--- src/rtl/pulse_stretch_pkg.sv ---
// Shared definitions for the pulse stretcher: FSM state encoding and defaults.
// The state codes match the ones used across the edge-detector family so
// waveform decoders and debug scripts can be reused unchanged.
package pulse_stretch_pkg;

  // Controller states; the 2-bit codes are fixed and shared with sibling blocks.
  typedef enum logic [1:0] {
    ST_IDLE = 2'b00,
    ST_HIGH = 2'b01,
    ST_GAP  = 2'b10
  } state_e;

  // Default counter width and minimum low gap after each pulse.
  localparam int CNT_W_DEFAULT   = 8;
  localparam int GAP_CYC_DEFAULT = 2;

endpackage : pulse_stretch_pkg

--- src/rtl/pulse_stretch_load_down_counter.sv ---
// Loadable down counter with a registered zero flag.
// The zero flag is computed from the value being written rather than from the
// counter output, so it is valid in the same cycle as the count and the FSM
// never needs a comparator on the count itself.
module load_down_counter #(
  parameter int CNT_W = 8
) (
  input  logic             clk,
  input  logic             reset_n,
  input  logic             load,
  input  logic [CNT_W-1:0] load_val,
  input  logic             dec,
  output logic             zero
);

  localparam logic [CNT_W-1:0] ONE = {{(CNT_W-1){1'b0}}, 1'b1};

  logic [CNT_W-1:0] cnt_reg;
  logic             zero_reg;

  // Load takes priority over decrement; the count saturates at zero.
  always_ff @(posedge clk or negedge reset_n) begin
    if (!reset_n) begin
      cnt_reg  <= '0;
      zero_reg <= 1'b1;
    end else if (load) begin
      cnt_reg  <= load_val;
      zero_reg <= (load_val == '0);
    end else if (dec && !zero_reg) begin
      cnt_reg  <= cnt_reg - ONE;
      zero_reg <= (cnt_reg == ONE);
    end
  end

  assign zero = zero_reg;

endmodule : load_down_counter

--- src/rtl/pulse_stretch.sv ---
// Pulse stretcher: turns a single-cycle tick into a level pulse of len cycles
// (len==0 counts as 1), then holds a minimum low gap of GAP_CYC cycles.
// Ticks that cannot be honoured (during the gap, or during the pulse when
// retrigger is off) are flagged on drop one cycle later.
// level, busy and drop all come straight from flops.
module pulse_stretch
  import pulse_stretch_pkg::*;
#(
  parameter int CNT_W   = CNT_W_DEFAULT,
  parameter int GAP_CYC = GAP_CYC_DEFAULT
) (
  input  logic             clk,
  input  logic             reset_n,
  input  logic             tick,
  input  logic [CNT_W-1:0] len,
  input  logic             retrig,
  output logic             level,
  output logic             busy,
  output logic             drop
);

  localparam logic [CNT_W-1:0] ONE      = {{(CNT_W-1){1'b0}}, 1'b1};
  localparam bit               HAS_GAP  = (GAP_CYC > 0);
  // Gap counter preload; unused when there is no gap.
  localparam logic [CNT_W-1:0] GAP_LOAD = HAS_GAP ? CNT_W'(GAP_CYC - 1) : '0;

  state_e           state_reg;
  logic             level_reg;
  logic             busy_reg;
  logic             drop_reg;

  logic             cnt_zero;
  logic             cnt_load;
  logic [CNT_W-1:0] cnt_load_val;
  logic             cnt_dec;
  logic [CNT_W-1:0] len_m1;
  logic             accept;
  logic             ignored;
  logic             leave_high;

  // Counter control and tick classification for the current state.
  always_comb begin
    accept       = 1'b0;
    ignored      = 1'b0;
    leave_high   = 1'b0;
    cnt_load     = 1'b0;
    cnt_load_val = GAP_LOAD;
    cnt_dec      = 1'b0;
    // Counter holds L-1: a len of 0 or 1 both give a single-cycle pulse.
    len_m1       = (len == '0) ? '0 : (len - ONE);

    unique case (state_reg)
      ST_IDLE: accept = tick;
      ST_HIGH: begin
        accept  = tick && retrig;
        ignored = tick && !retrig;
      end
      ST_GAP:  ignored = tick;
      default: ;
    endcase

    leave_high = (state_reg == ST_HIGH) && !accept && cnt_zero;

    if (accept) begin
      cnt_load     = 1'b1;
      cnt_load_val = len_m1;
    end else if (leave_high && HAS_GAP) begin
      cnt_load     = 1'b1;
      cnt_load_val = GAP_LOAD;
    end

    cnt_dec = (state_reg != ST_IDLE) && !cnt_load;
  end

  load_down_counter #(
    .CNT_W(CNT_W)
  ) u_cnt (
    .clk      (clk),
    .reset_n  (reset_n),
    .load     (cnt_load),
    .load_val (cnt_load_val),
    .dec      (cnt_dec),
    .zero     (cnt_zero)
  );

  // Controller FSM with registered level/busy/drop outputs.
  always_ff @(posedge clk or negedge reset_n) begin
    if (!reset_n) begin
      state_reg <= ST_IDLE;
      level_reg <= 1'b0;
      busy_reg  <= 1'b0;
      drop_reg  <= 1'b0;
    end else begin
      drop_reg <= ignored;
      unique case (state_reg)
        ST_IDLE: begin
          if (tick) begin
            state_reg <= ST_HIGH;
            level_reg <= 1'b1;
            busy_reg  <= 1'b1;
          end
        end
        ST_HIGH: begin
          // A retrigger reloads the counter and keeps level high without a glitch.
          if (!accept && cnt_zero) begin
            level_reg <= 1'b0;
            if (HAS_GAP) begin
              state_reg <= ST_GAP;
            end else begin
              state_reg <= ST_IDLE;
              busy_reg  <= 1'b0;
            end
          end
        end
        ST_GAP: begin
          if (cnt_zero) begin
            state_reg <= ST_IDLE;
            busy_reg  <= 1'b0;
          end
        end
        default: begin
          state_reg <= ST_IDLE;
          level_reg <= 1'b0;
          busy_reg  <= 1'b0;
        end
      endcase
    end
  end

  assign level = level_reg;
  assign busy  = busy_reg;
  assign drop  = drop_reg;

endmodule : pulse_stretch
--- config.mk ---
export PLATFORM = sky130hd
export DESIGN_NAME = pulse_stretch
export DESIGN_NICKNAME = d
export VERILOG_FILES = /design/src/rtl/pulse_stretch_pkg.sv /design/src/rtl/pulse_stretch_load_down_counter.sv /design/src/rtl/pulse_stretch.sv
export SDC_FILE = /design/constraint.sdc
export NUM_CORES = 1
export LEC_CHECK = 0
export ABC_AREA = 1
export CORE_MARGIN = 4
export CORE_UTILIZATION = 58
export CTS_CLUSTER_SIZE = 12
export DETAILED_ROUTE_END_ITERATION = 8
export HOLD_SLACK_MARGIN = 0.1
export PLACE_DENSITY = 0.91
export SLEW_MARGIN = 20
export SYNTH_ARGS = -nofsm -noshare
export SYNTH_HDL_FRONTEND = slang
export SYNTH_SLANG_ARGS = --single-unit
--- constraint.sdc ---
create_clock -name clk -period 3.2 [get_ports clk]
set_input_delay 0.48 -clock clk [delete_from_list [all_inputs] [get_ports clk]]
set_output_delay 0.48 -clock clk [all_outputs]
set_load 0.01 [all_outputs]
==> impl_results.md, run 1 <==
* Outcome: complete, no violations
* Clk pin slew, worst setup/hold paths at approximately 90 ps
* Ys flop type: dfrtp_1
* Psw at around 0.00048 W
* # fillers at 152
* WHS Path Cells at 2
* Initial antenna violation count at 0
* Clk pwr share at 0.124
* Sequential cell area fraction in the yosys report at 0.3200
* Power Internal at 0.0005677 W
* Top cells by count, synth: 36 x nand2_1, 22 x inv_1, 18 x nor2_1
* Worst-Margin Slew at 626.1 ps
* Remaining Overflow, GRT at 0
* Max reg flops at 8
* Crit path arrival time at between 2000 and 2500 ps
* Crit. End Element: flip-flop
* Area of the multi-input gates at around 640 um^2
* Post-synth top area share at 0.2961
* Pre-antenna DRT Iters at 5
* CTS root buf: clkbuf_4
* Cell Area, Synth at 1099 um^2
* CP max stage delay at 460 ps
* Slowest CP cell: clkdlybuf4s50_1
* Async SR Flop Fraction at 1.000
* Cell taking the most area after synthesis: dfrtp_1
* Share of post-route cells with drive strength above 1 at 0.1105
* Net count after synthesis at 174
* Slew Limit Headroom at 0.5813
* H-tree depth at 1
* Net Sw Frac at 0.4594
* Post-synthesis cell type count at 28
* Most used standard cell by instance count after synthesis: nand2_1
* Most common cell on crit path: nand2_1
* Reg area at 351.6 um^2
* XOR/XNOR Fraction of Synth Area at 0.007973
* RSZ-0062 raised after global routing: no
* Die width at 51.52 um
* GRT Overall Usage at 0.2150
* CTS Sinks at 14
* Final Critical Period at 1797 ps
* # diodes at 0
* Worst setup SP type: primary input
* Util after Layout at 0.7340
* Cell count of the worst reg-to-reg path at 10
* Setup TNS at 0 ps
* Critical path, cell by cell: clkdlybuf4s50_1, inv_1, ha_1, nand2_1, nor2_4, nor2_4, nand3_1, nand2_1, nor2_1, nand2_1, nand2_1, nand2_1, nand2_1
* Die H at 51.52 um
* Final period util at 0.5617
* Power Dens Cells at 810.9 nW/um^2
* Clk Latency, worst-skew pair at 280 ps
* Logic pwr share at 0.578
* Final setup margin at ~1400 ps
* Max Transition Viols Final at 0
* Vias per cell at 5.477
* Crit path max fanout at 6
* Fin nets at 192
* CTS resizes at 0
* Post-synthesis register bit count at 14
* Adder-cell share of the synthesized area at 0.07973
* TritonCTS clock tree: built
* Post-Route WL at 2369 um
* Post-route ant nets at 0
* Area Growth Syn to Fin at 17.88%
* GP Congestion at 0.9343
* Detailed-placement wirelength estimate at 1918 um
* CP top delay family: simple AND/OR/NAND/NOR gates
* Hold slack at 502.4 ps
* Mapped Avg Cell Area at between 7 and 8 um^2
* First-pass GRT wire length at 4291 um
* Max clock buf depth at 2
* Final setup violation count at 0
* Buf/Inv on CP at 2
* Sequential Power Share at 0.298
* Post-CTS Setup Inserts at 0
* Post-synthesis simple-gate area fraction at 0.3235
* Largest net degree at the start of global routing at 15
* Hold Crit Class: flip-flop to flip-flop
* Number of flops mapped to enable cells by yosys at 0
* Crit path depth at 13
* Via Count at 1079
* Drt wl/cell at 12.03 um
* Hold Fails Final Rpt at 0
* Drt initial violations at 24
* Mux cell area share after synthesis at 0
* Worst vdd ir at just under 0.6 mV
* # DRC at 0
* Synth warn at 0
* Critical Path RT at about 3400 ps
* Max-Cap Viols at 0
* Largest family of logic cells by synthesized area: simple AND/OR/NAND/NOR gates
* Row cnt at 15
* Starting Density at 0.6227
* I/O pins at 15
* Fmax at between 500 and 600 MHz
* CORE AREA at 1764 um^2
* Die area at roughly 2700 um^2
* Vias in the first global route at 1045
* Setup WS pre-CTS at ~1100 ps
* Main area contributors after synthesis: dfrtp_1 30%, nand2_1 12%, ha_1 8.0%
* Hold Buf Count CTS at 0
* Port bufs at 14
* TritonCTS Buffers at 3
* Worst-case clock skew at 2.674 ps
* Compound-gate portion of the synthesized area at 0.1731
* Crit path kind: primary input to flip-flop
* Post-Synthesis Cells at 155
* Leak at 0.6410 nW
## routing by layer
layer	vias to the layer above	track usage	wire length [um]	part of all wire
met1	501	0.2436	975	0.41
met3	8	0.03725	107	0.045
met4	0	0.09607	53	0.022
li1	539	-	-	-
met5	-	0	0	0
met2	31	0.3898	1232	0.52
## power by group through the flow
stage | Combinational (W) | Clock [W] | Sequential (W)
2_1_floorplan | 0.000458 | 0 | 0.000314
3_3_place_gp | 0.000580 | 0 | 0.000313
3_5_place_dp | 0.000602 | 0 | 0.000317
4_1_cts | 0.000606 | 0.000129 | 0.000313
5_1_grt | 0.000690 | 0.000143 | 0.000325
6_report | 0.000607 | 0.000130 | 0.000313
## path summary, 6_finish.rpt
kind                         startpoint  slack (ps)          endpoint
min in group asynchronous       reset_n         580  u_cnt.cnt_reg[3]
hold reg to reg                   level         500             level
setup reg to reg           state_reg[1]        1470  u_cnt.cnt_reg[5]
max in group asynchronous       reset_n        2220      state_reg[0]
hold / removal                    level         500             level
setup / recovery                 len[0]        1400        u_cnt.zero
## cell families (layout without fill, tap and decap cells)
logic type | after synthesis | after routing
AOI/OAI and AO/OA | 31 | 31
xor gates and xnor gates | 1 | 1
adders and majority gates | 7 | 7
buffers and inverters | 26 | 43
DFF | 14 | 14
and+or+nand+nor | 76 | 76
## worst reg2reg max path: stages, from the launching register on
cell	delay, ps
dfrtp_1	390
inv_1	90
ha_1	250
nand2_1	70
nand2_1	70
nand2_2	100
nand2_4	140
inv_2	90
o21ai_2	70
o21ai_0	110
a22o_1	240
## metrics by stage
stage | cell area [um^2] | cells | power, W
after detailed placement | 1259 | 193 | 0.0009189
after floorplan | 1099 | 155 | 0.0007719
after global routing | 1295 | 197 | 0.001159
final | 1295 | 197 | 0.001050
after CTS | 1295 | 197 | 0.001048
after global placement | 1259 | 193 | 0.0008934
## final cells by class
cell class / count / area share
multi-input cells: 115 / 0.4957
flip-flops and latches: 14 / 0.2715
repair buffers: 14 / 0.1082
inverters: 25 / 0.07246
clock buffers: 4 / 0.02802
well taps: 25 / 0.02415
## layout by cell type (no fill, tap or decap), types with 5 or more instances in the layout
cell	n
nand2_1	36
inv_1	22
nor2_1	18
clkdlybuf4s50_1	14
dfrtp_1	13
o21ai_0	10
nand3_1	9
ha_1	7
a21oi_1	5
No activity file was read; power rests on OpenSTA's default activity.
==> inputs of run 2 (changes only) <==
- CORE_UTILIZATION: 58 -> 54
- PLACE_DENSITY: 0.91 -> 0.86
- clock period: 3.2 -> 1.9 ns (I/O delays scaled with it)
==> run 2 against run 1 <==
Routed wire length increased by 2.4%. Hold slack got worse by 140 ps. First-iteration DRC count decreased by 46%. Critical endpoint is now u_cnt.cnt_reg[5]. Clock power increased by 73%. Cell count increased by 1.0%.
==> impl_results.md, run 2 (synthesis gave the netlist of run 1 again) <==
* Power Dens Cells at 1372 nW/um^2
* Starting Density at 0.5657
* Clk Latency, worst-skew pair at roughly 290 ps
* Post-Route WL at 2425 um
* CP max stage delay at around 390 ps
* Max clock buf depth at 2
* Remaining Overflow, GRT at 0
* Psw at 0.0008235 W
* Max reg flops at 8
* CORE AREA at 1942 um^2
* Detailed-placement wirelength estimate at 1960 um
* Max Transition Viols Final at 0
* Fin nets at 192
* Hold Buf Count CTS at 0
* Vias in the first global route at a little over 1k
* Final period util at 0.9182
* Finished Cell Area at between 1000 and 1500 um^2
* Slowest CP cell: dfrtp_1
* Post-CTS Setup Inserts at 0
* Max-Cap Viols at 0
* # DRC at 0
* Leak at 0.6410 nW
* Reg area at ~350 um^2
* Critical Path RT at ~2100 ps
* H-tree depth at 1
* GP Congestion at about 0.84
* Worst-Margin Slew at just over 600 ps
* Area Growth Syn to Fin at 18.11%
* Via Count at 1043
* GRT Overall Usage at 0.1974
* Util after Layout at 0.6682
* Net Sw Frac at 0.4625
* Placed Area at 1261 um^2
* Initial antenna violation count at 0
* Final setup violation count at 0
* Slew Limit Headroom at 0.5846
* Worst setup SP type: flip-flop
* Crit path kind: flip-flop to flip-flop
* Crit path max fanout at 10
* CTS resizes at 0
* Hold Fails Final Rpt at 0
* Worst-case clock skew at 9.624 ps
* Area of the multi-input gates at 641.9 um^2
* Drt initial violations at 13
* Hold Crit Class: primary input to asynchronous set/reset pin
* TritonCTS Buffers at 3
* Die width at 53.11 um
* Post-route ant nets at 0
* Vias per cell at ~5.2
* RSZ-0062 raised after global routing: no
* Row cnt at 16
* Largest net degree at the start of global routing at 15
* Outcome: complete, no violations
* Port bufs at 14
* Drt wl/cell at approximately 12 um
* # fillers at 183
* Critical path, cell by cell: inv_1, ha_1, nand2_1, nand2_1, nand2_2, nand2_4, inv_2, o21ai_2, o21ai_0, a22o_1
* Setup WS pre-CTS at 27.79 ps
* # diodes at 0
* Die area at approximately 2800 um^2
* Commonest non-fill, non-tap cell in the layout: nand2_1
* Die H at 53.11 um
* Crit path arrival time at 1930 ps
* Final setup margin at 155.4 ps
* CTS Sinks at 14
* Clk pwr share at 0.126
* Share of post-route cells with drive strength above 1 at 0.1105
* Final Critical Period at 1745 ps
* Setup TNS at 0 ps
* I/O pins at 15
* Sequential Power Share at 0.297
* Most common cell on crit path: nand2_1
* Pre-antenna DRT Iters at 4
* First-pass GRT wire length at 4084 um
* TritonCTS clock tree: built
* Worst vdd ir at 0.9278 mV
* Logic pwr share at 0.577
* Fmax at 573.2 MHz
* Power Internal at 0.0009571 W
* Crit. End Element: flip-flop
* CTS root buf: clkbuf_4
* Clk pin slew, worst setup/hold paths at around 100 ps
* Most frequent cells in the layout: 36 x nand2_1, 22 x inv_1, 18 x nor2_1, 14 x clkdlybuf4s50_1, 13 x dfrtp_1
* Pwr Total at 0.001781 W
## run 2: cell counts in the layout (fill, tap and decap cells not counted)
No cell type changed its count.
## run 2: metrics by stage
step                instances  hold WS (ps)
global placement          195         473.1
floorplan                 155        -10.59
global route              199         412.7
detailed placement        195         472.2
CTS                       199         386.3
finish                    199         366.2
## run 2: layout make-up
cell class,instances,share of cell area
multi-input cells,115,0.4947
flip-flops and latches,14,0.2710
repair buffers,14,0.1080
inverters,25,0.07232
clock buffers,4,0.02797
well taps,27,0.02604
## run 2: per-layer routing
layer | vias up | part of all wire | track usage | wire, um
li1 | 536 | - | - | -
met1 | 486 | 0.41 | 0.2170 | 1000
met2 | 17 | 0.54 | 0.3678 | 1313
met3 | 4 | 0.033 | 0.03662 | 79
met4 | 0 | 0.013 | 0.07660 | 31
met5 | - | 0 | 0 | 0
## run 2: worst paths after layout
kind | start | to | slack, ps | depth (start not counted)
setup / recovery | state_reg[1] | u_cnt.cnt_reg[5] | 160 | 10
hold / removal | reset_n | u_cnt.cnt_reg[4] | 370 | 1
setup reg to reg | state_reg[1] | u_cnt.cnt_reg[5] | 160 | 10
hold reg to reg | u_cnt.zero | u_cnt.zero | 490 | 2
max in group asynchronous | reset_n | drop | 1120 | 1
min in group clk | u_cnt.zero | u_cnt.zero | 490 | 2
## run 2: worst max-delay path: cells and delay by family, from the launching register on
kind            cells  cell delay (ps)
compound gates      3              390
fa+ha+maj           1              260
buf+inv             2              190
flops               1              390
simple gates        4              400
## run 2: power groups by stage
stage / combinational (W) / clock, W / sequential [W]
after floorplan: 0.000772 / 0 / 0.000528
after global placement: 0.000979 / 0 / 0.000528
after detailed placement: 0.00102 / 0 / 0.000534
after CTS: 0.00103 / 0.000231 / 0.000529
after global routing: 0.00117 / 0.000243 / 0.000549
final: 0.00103 / 0.000225 / 0.000529
==> inputs of run 3 (changes only) <==
- CTS_CLUSTER_DIAMETER: unset -> 50
==> results of run 3 <==
Final layout, timing and power as in run 2 (identical DEF).
